$ cat config.mk
export PLATFORM = sky130hd
export DESIGN_NAME = sysid_wait_timer
export DESIGN_NICKNAME = d
export VERILOG_FILES = /design/src/rtl/sysid_checker_pkg.sv /design/src/rtl/sysid_wait_timer.sv
export SDC_FILE = /design/constraint.sdc
export NUM_CORES = 1
export LEC_CHECK = 0
export ABC_AREA = 0
export CAP_MARGIN = 20
export CORE_MARGIN = 2
export CORE_UTILIZATION = 52
export CTS_BUF_LIST = sky130_fd_sc_hd__clkbuf_16
export CTS_CLUSTER_DIAMETER = 80
export CTS_CLUSTER_SIZE = 24
export DETAILED_ROUTE_END_ITERATION = 7
export DONT_BUFFER_PORTS = 1
export PLACE_DENSITY = 0.74
export REMOVE_ABC_BUFFERS = 1
export SLEW_MARGIN = 30
export SYNTH_ARGS = -nofsm -noshare
export SYNTH_HDL_FRONTEND = slang
export SYNTH_SLANG_ARGS = --single-unit
$ cat constraint.sdc
create_clock -name clk -period 1.4 [get_ports clk]
set_input_delay 0.42 -clock clk [delete_from_list [all_inputs] [get_ports clk]]
set_output_delay 0.42 -clock clk [all_outputs]
set_load 0.01 [all_outputs]
$ cat src/rtl/sysid_checker_pkg.sv
// sysid_checker_pkg: shared FSM state type, Avalon word addresses and default expected sysid values
package sysid_checker_pkg;
  typedef enum logic [2:0] {IDLE, RD_ID, RD_TS, CHECK, DONE} state_e;
  localparam logic SYSID_ADDR_ID = 1'b0;
  localparam logic SYSID_ADDR_TS = 1'b1;
  localparam logic [31:0] SYSID_DEFAULT_ID = 32'd1800062834;
  localparam logic [31:0] SYSID_DEFAULT_TS = 32'd1308259129;
  localparam int unsigned SYSID_TIMER_W = 16;
endpackage

$ cat src/rtl/sysid_wait_timer.sv
// sysid_wait_timer: waitrequest stall counter; clr zeroes it, en counts a stall cycle, tc flags the stall that reaches LIMIT
module sysid_wait_timer
  import sysid_checker_pkg::*;
#(
  parameter int unsigned LIMIT = 255
) (
  input  logic clk,
  input  logic reset,
  input  logic clr,
  input  logic en,
  output logic tc
);
  logic [SYSID_TIMER_W-1:0] cnt_q, cnt_d;
  // tc fires on the stall cycle that would bring the count to LIMIT
  assign tc = en && (cnt_q == SYSID_TIMER_W'(LIMIT - 1));
  always_comb cnt_d = clr ? '0 : en ? cnt_q + 1'b1 : cnt_q;
  always_ff @(posedge clk) begin
    if (reset) cnt_q <= '0;
    else       cnt_q <= cnt_d;
  end
endmodule

Word-level counts from Yosys, hierarchy flattened

Cells that the tools add are included.

Bits in registers: 16
Logic and storage cells: 5
Bits of input ports: 4
Output and inout port bits: 1

$add $sub $neg: 1
Reductions and logical operators: 2
Equality and inequality tests: 1

Operators with widths:

| operator                | count |
|---|---|
| $add A16 B1 Y16 const B | 1 |
| $eq A16 B8 Y1 const B   | 1 |
| $reduce_or A2 Y1        | 1 |
| $logic_and A1 B1 Y1     | 1 |

Depth between registers and ports, before layout

Gate-level depths: netlist of the first run.

Word-level depth: 2
Depth in mapped cells: 5
Gate-level depth less buffers: 5

Least setup slack after synthesis of the first run

No wires, ideal clock.

Path kind: reg2out
Start point: register cnt_q[0]
End point: output tc
Slack: -0.137 ns
Buffers on the path: 0
Required time: 0.980 ns
Arrival: 1.117 ns
Cell stages (with the launch flop): 6
Cells stage by stage: dfxtp_1 -> inv_1 -> ha_1 -> nor4b_1 -> nand4_1 -> nor3_1

Word-level cells in the longest chain between the ends: 2

Ends and longest elaborated chain:

| element                | RTL line               | source |
|---|---|---|
| from (decl)            | sysid_wait_timer.sv:13 | `logic [SYSID_TIMER_W-1:0] cnt_q, cnt_d;` |
| from (signal assigned) | sysid_wait_timer.sv:19 | `else cnt_q <= cnt_d;` |
| $eq A16 B8 Y1          | sysid_wait_timer.sv:15 | `assign tc = en && (cnt_q == SYSID_TIMER_W'(LIMIT - 1));` |
| $logic_and A1 B1 Y1    | sysid_wait_timer.sv:15 |  |
| to (decl)              | sysid_wait_timer.sv:11 | `output logic tc` |

Every way passes these cells.

Worst setup path after layout of the first run

Same ends and word-level chain as after synthesis.

==> results_dict.tcl, run 1 <==
set metrics [dict create \
    dp.cells 116 \
    largest_reg_flops 16 \
    hold_depth 1 \
    slew_violations 0 \
    finalClockSkew_ns 0.000843 \
    cts_made_buffers 3 \
    start_util_pct 56.9 \
    cts_num_sinks 16 \
    core_sq_um 1320 \
    ys.flop_type "dfxtp_1" \
    clock_latency_ns 0.24 \
    synth-edff-count 0 \
    antenna_left 0 \
    top_regs "cnt_q: 16 flops" \
    worstPathMaxFanout 2 \
    power_density_nw_per_um2 943 \
    dpl.hpwl_um 1170 \
    fin_ws_ns -0.401 \
    tightest_slew_ns 0.327 \
    wl_per_cell_um 20.8 \
    min_to "cnt_q[1]$_SDFFE_PP0P_" \
    min_from "en" \
    maxCapViolCount 0 \
    die-area_sq_um 1760 \
    via_count 787 \
    net-switching-power_uw 195 \
    pin_count 5 \
    cp.arrival_ns 1.38 \
    vias_per_cell 6.56 \
    pwr-share-comb_pct 3.5 \
    final.fill_count 67 \
    fin_cells 120 \
    r2r_cells 6 \
    grtUsageTotal_pct 25.9 \
    port_buffers 0 \
    status "finished, violations left" \
    die_h_um 42.0 \
    rsz0062_at_grt "true" \
    drc 0 \
    synth_area_sq_um 749 \
    cp.required_ns 0.98 \
    wl_um 2500 \
    first_global_vias 733 \
    clkPwrFrac_pct 52.4 \
    p_leak_nw 0.417 \
    fmax_mhz 555 \
    initialDrtViolationCount 49 \
    whs_ns 0.288 \
    grt_max_degree 9 \
    nets 113 \
    die_x_um 42.0 \
    slew_headroom_pct 77.9 \
    r2r_setup_slack_ns -0.15 \
    synth.distinct_cells 25 \
    regMostFlops "cnt_q" \
    start_kind "register" \
    diodes 0 \
    cts_tree "done" \
    clkTransAtPathRegs_ns 0.05 \
    syn_inst 86 \
    min_path_type "input port to register" \
    critPathCaptureType "primary output" \
    antenna_found_initial 0 \
    grt_pass1_wl_um 3420 \
    drive_gt1_share_pct 49.5 \
    htree_levels 1 \
    cts_buffer_depth 2 \
    holdBufCountCts 0 \
    sequentialPowerShare_pct 44.1 \
    setup_viol 6 \
    rows 13 \
    r2r_end "cnt_q[10]$_SDFFE_PP0P_" \
    yosysSeqAreaShare_pct 42.7 \
    syn_to_final_growth_pct 47.9 \
    root_buffer "clkbuf_16" \
    cell_internal_pwr_uw 850 \
    timing.rr.start "cnt_q[0]$_SDFFE_PP0P_" \
    hold_violations 0 \
    grt_overflow_total 0 \
    ys_ff_latch 16 \
    place.gp.congestion 0.802 \
    finalCriticalPeriod_ns 1.80 \
    firstDrtPassIters 4 \
    period_share_pct 129 \
    avgSynthCellArea_sq_um 8.71 \
    sw_frac_of_total_pct 18.6 \
    yosysWarnings 0 \
    violations "negative setup slack" \
    synth-async-reset-ratio_pct 0 \
    ir_drop_mv 0.874 \
    worstSetupPathType "register to primary output" \
]
==> repair_timing <==
item / 4_1_cts / 5_1_grt
cloned: 0 / 0
buffers inserted: 0 / 1
hold endpoints to repair: 0 / 0
pin swaps: 5 / 7
endpoints found under the setup margin: 8 / 10
gates resized for setup: 15 / 23
==> cell usage after synthesis, types with 2 or more instances <==
| library cell | instances | area [sq um] |
|---|---|---|
| a21oi_1 | 3 | 15.0 |
| xnor2_1 | 2 | 17.5 |
| nand3_1 | 5 | 25.0 |
| or3_1 | 3 | 18.8 |
| dfxtp_1 | 16 | 320 |
| or4_1 | 3 | 22.5 |
| o211ai_1 | 2 | 15.0 |
| nand4_1 | 4 | 25.0 |
| ha_1 | 2 | 25.0 |
| xor2_1 | 8 | 70.1 |
| nand2_1 | 8 | 30.0 |
| clkbuf_1 | 2 | 7.51 |
| o21ai_0 | 2 | 10.0 |
| and4_1 | 3 | 26.3 |
| nor2_1 | 13 | 48.8 |
==> power groups by stage <==
stage / clock network [mW] / logic, mW / registers (mW)
2_1_floorplan: 0 / 0.0142 / 0.470
3_3_place_gp: 0 / 0.0271 / 0.469
3_5_place_dp: 0 / 0.0277 / 0.469
4_1_cts: 0.544 / 0.0332 / 0.462
5_1_grt: 0.565 / 0.0394 / 0.461
6_report: 0.548 / 0.0369 / 0.461
==> cell type report <==
type | instances | area (sq um) | share of cell area [%]
clock buffer | 3 | 75.1 | 6.77
timing repair buffer | 20 | 161 | 14.6
sequential | 16 | 333 | 30.0
inverter | 1 | 3.75 | 0.339
tap | 15 | 18.8 | 1.69
multi-input combinational | 65 | 517 | 46.6
==> per-layer routing <==
| layer | up-vias | global-route usage [%] | part of all wire (%) |
|---|---|---|---|
| li1 | 343 | - | - |
| met2 | 58 | 43.8 | 49 |
| met3 | 13 | 4.35 | 7.0 |
| met1 | 373 | 30.5 | 40 |
| met4 | 0 | 14.8 | 3.7 |
| met5 | - | 0 | 0 |
==> layout by cell type (no fill, tap or decap), drive strengths merged <==
cell,Yosys,routed
a21oi,3,3
nor4b,1,1
and3,1,1
or2,1,1
xor2,8,8
o211ai,2,2
nand4,4,4
o21ai,2,2
ha,2,2
xnor2,2,2
buf,2,20
nor3,1,1
nand2,9,9
or4,3,3
or3,3,3
inv,1,1
dfxtp,16,16
a211oi,1,1
clkbuf,2,3
and4,3,3
nor2,13,13
o31ai,1,1
nand3,5,5
==> per-stage QoR <==
step | cell area, sq um | utilization [%] | setup slack, ns | power [mW] | setup TNS (ns)
final | 1110 | 84.1 | -0.401 | 1.05 | -0.779
after global routing | 1110 | 84.1 | -0.438 | 1.07 | -1.16
after CTS | 1020 | 77.5 | -0.302 | 1.04 | -0.452
after detailed placement | 887 | 67.3 | -0.237 | 0.497 | -0.448
after global placement | 887 | 67.3 | -0.162 | 0.496 | -0.297
after floorplan | 726 | - | -0.137 | 0.485 | -0.264
==> critical path, stage by stage (launching register included) <==
cell,delay (ns)
dfxtp_2,0.32
inv_2,0.06
ha_4,0.12
nor4b_4,0.18
nand4_1,0.15
nor3_2,0.15
buf_4,0.15
==> worst max-delay path by stage <==
| stage | cells after the start | from | endpoint | slack (ns) |
|---|---|---|---|---|
| 2_1_floorplan | 5 | cnt_q[0]$_SDFFE_PP0P_ | tc | -0.14 |
| 3_3_place_gp | 6 | cnt_q[0]$_SDFFE_PP0P_ | tc | -0.16 |
| 3_5_place_dp | 6 | cnt_q[0]$_SDFFE_PP0P_ | tc | -0.24 |
| 4_1_cts | 6 | cnt_q[0]$_SDFFE_PP0P_ | tc | -0.30 |
| 5_1_grt | 6 | cnt_q[0]$_SDFFE_PP0P_ | tc | -0.44 |
| 6_report | 6 | cnt_q[0]$_SDFFE_PP0P_ | tc | -0.40 |
==> kinds of logic after synthesis <==
group	count (synthesis)	share of synthesized area, %
adder cells (fa/ha/maj)	2	3.34
AO/OA/AOI/OAI	9	7.35
XOR/XNOR	10	11.7
AND/OR/NAND/NOR	44	31.2
flip-flops	16	42.7
buffers and inverters	5	3.67
(Power assumes the default switching activity.)
==> inputs of run 2 (changes only) <==
--- a/config.mk
+++ b/config.mk
@@ -7,7 +7,7 @@
 export LEC_CHECK = 0
 export ABC_AREA = 0
 export CAP_MARGIN = 20
-export CORE_MARGIN = 2
+export CORE_MARGIN = 3
 export CORE_UTILIZATION = 52
 export CTS_BUF_LIST = sky130_fd_sc_hd__clkbuf_16
 export CTS_CLUSTER_DIAMETER = 80
==> run 2 against run 1 <==
  * The flow still finishes with violations (negative setup slack)
  * Final cell count rose by 4.2%
  * Global-route usage fell by 1.6 points
  * Via count decreased by 9.3%
  * Critical path type unchanged
  * Clock power rose by 2%
  * Clock skew rose by 0.0025 ns
  * Sequential cell count unchanged
  * Highest routed layer unchanged
  * Non-clock buffer count is 4 higher
  * Sequential share of layout area down 0.057 points
  * Cell area decreased by 1.7%
  * Critical path depth did not move
  * Count of clock-buffer cells in the layout unchanged
==> results_dict.tcl, run 2 (synthesis results as in run 1) <==
set metrics [dict create \
    clkPwrFrac_pct 53.0 \
    drive_gt1_share_pct 45.5 \
    mostFrequentLayoutCells "buf_4 (23), nor2_1 (13), dfxtp_1 (11), xor2_1 (8), nand2_1 (7)" \
    critPathCaptureType "primary output" \
    sw_frac_of_total_pct 19.2 \
    first_global_vias 751 \
    min_path_type "input port to register" \
    port_buffers 0 \
    period_share_pct 124 \
    htree_levels 1 \
    finalCriticalPeriod_ns 1.74 \
    grt_max_degree 10 \
    die_h_um 44.0 \
    cts_made_buffers 3 \
    status "finished, violations left" \
    via_count 714 \
    cts_num_sinks 16 \
    holdBufCountCts 0 \
    fin_ws_ns -0.342 \
    grt_pass1_wl_um 3400 \
    root_buffer "clkbuf_16" \
    ir_drop_mv 0.947 \
    finalClockSkew_ns 0.00333 \
    net-switching-power_uw 202 \
    start_util_pct 56.2 \
    rsz0062_at_grt "true" \
    diodes 0 \
    pwr-share-comb_pct 3.3 \
    worstPathMaxFanout 2 \
    nets 117 \
    largest_reg_flops 16 \
    slew_violations 0 \
    cp.required_ns 0.98 \
    dp.cells 118 \
    grt_overflow_total 0 \
    violations "negative setup slack" \
    final_area_sq_um 1090 \
    cts_buffer_depth 2 \
    rows 13 \
    setup_viol 4 \
    firstDrtPassIters 4 \
    vias_per_cell 5.71 \
    dpl_cell_area_sq_um 902 \
    cp.arrival_ns 1.32 \
    p_leak_nw 0.432 \
    critical_path_buf_inv_count 2 \
    sequentialPowerShare_pct 43.7 \
    die_x_um 44.0 \
    pin_count 5 \
    crit_slowest_cell "dfxtp_2" \
    antenna_left 0 \
    die-area_sq_um 1930 \
    power_density_nw_per_um2 969 \
    maxCapViolCount 0 \
    wl_per_cell_um 17.2 \
    cts_tree "done" \
    start_kind "register" \
    cell_internal_pwr_uw 853 \
    final_common_cell "buf_4" \
    cpPeakStageDelay_ns 0.32 \
    hold_violations 0 \
    antenna_found_initial 0 \
    top_regs "cnt_q: 16 flops" \
    initialDrtViolationCount 12 \
    worstSetupPathType "register to primary output" \
    drc 0 \
    wl_um 2150 \
    place.gp.congestion 0.842 \
    slew_headroom_pct 74.1 \
    critical-path-top-delay-family "simple AND/OR/NAND/NOR gates" \
    syn_to_final_growth_pct 45.4 \
    tightest_slew_ns 0.388 \
    fmax_mhz 574 \
    grtUsageTotal_pct 24.3 \
    regMostFlops "cnt_q" \
    clock_latency_ns 0.25 \
    path_cells "inv_2, ha_1, nor4b_2, nand4_1, nor3_2, buf_4" \
    clkTransAtPathRegs_ns 0.05 \
    core_sq_um 1330 \
    dpl.hpwl_um 1180 \
    fin_cells 125 \
]
==> run 2: cell types whose count changed in the layout (fill, tap and decap cells not counted), sizes merged <==
cell	previous run	this run
buf	20	24
clkinv	0	1
==> run 2: final cells by class <==
cell class	instances	area (sq um)
tap	15	18.8
sequential	16	327
inverter	1	3.75
timing repair buffer	24	184
multi-input combinational	65	478
clock buffer	3	75.1
fill	77	244
clock inverter	1	3.75
==> run 2: final timing paths <==
| kind | cells after the start | to | start | slack [ns] |
|---|---|---|---|---|
| worst min-delay path | 1 | cnt_q[1]$_SDFFE_PP0P_ | en | 0.26 |
| worst max register to register | 6 | cnt_q[14]$_SDFFE_PP0P_ | cnt_q[0]$_SDFFE_PP0P_ | -0.09 |
| worst min register to register | 2 | cnt_q[15]$_SDFFE_PP0P_ | cnt_q[15]$_SDFFE_PP0P_ | 0.51 |
| worst max-delay path | 6 | tc | cnt_q[0]$_SDFFE_PP0P_ | -0.34 |
==> run 2: worst register-to-register path: stages (launching register included) <==
cell and delay [ns]:
dfxtp_2 0.32, buf_4 0.14, ha_4 0.14, and3_4 0.20
nand3_4 0.10, or3_4 0.40, a21oi_2 0.13
==> run 2: metal layers <==
layer  global-route usage [%]  vias to the layer above  part of all wire (%)
met2                     41.0                       14                    52
met3                     4.98                        9                   2.9
met4                     13.3                        0                   3.4
met1                     28.2                      339                    42
met5                        0                        -                     0
li1                         -                      352                     -
==> run 2: stage by stage <==
step | TNS (ns) | setup slack [ns] | util [%] | power, mW | hold slack, ns
after CTS | -0.534 | -0.321 | 79.3 | 1.05 | 0.269
final | -0.486 | -0.342 | 81.7 | 1.06 | 0.262
after floorplan | -0.264 | -0.137 | - | 0.485 | 0.452
after global routing | -0.891 | -0.428 | 81.7 | 1.08 | 0.255
after global placement | -0.197 | -0.131 | 67.6 | 0.496 | 0.467
after detailed placement | -0.310 | -0.174 | 67.6 | 0.498 | 0.488
==> run 2: repair_timing <==
action | CTS | global route
buffers inserted | 2 | 2
endpoints found under the setup margin | 7 | 13
pin swaps | 9 | 5
gates resized for setup | 16 | 10
==> run 2: power by group through the flow <==
stage                     registers (mW)  logic, mW  clock network (mW)
final                              0.461     0.0352               0.559
after CTS                          0.461     0.0349               0.555
after global placement             0.469     0.0269                   0
after floorplan                    0.470     0.0142                   0
after global routing               0.461     0.0375               0.582
after detailed placement           0.470     0.0285                   0
==> inputs of run 3 (changes only) <==
--- a/config.mk
+++ b/config.mk
@@ -6,6 +6,7 @@
 export NUM_CORES = 1
 export LEC_CHECK = 0
 export ABC_AREA = 0
+export ABC_CLOCK_PERIOD_IN_PS = 1400
 export CAP_MARGIN = 20
 export CORE_MARGIN = 3
 export CORE_UTILIZATION = 52
==> results of run 3 <==
The final DEF is identical to that of run 2; final timing and power are the same.
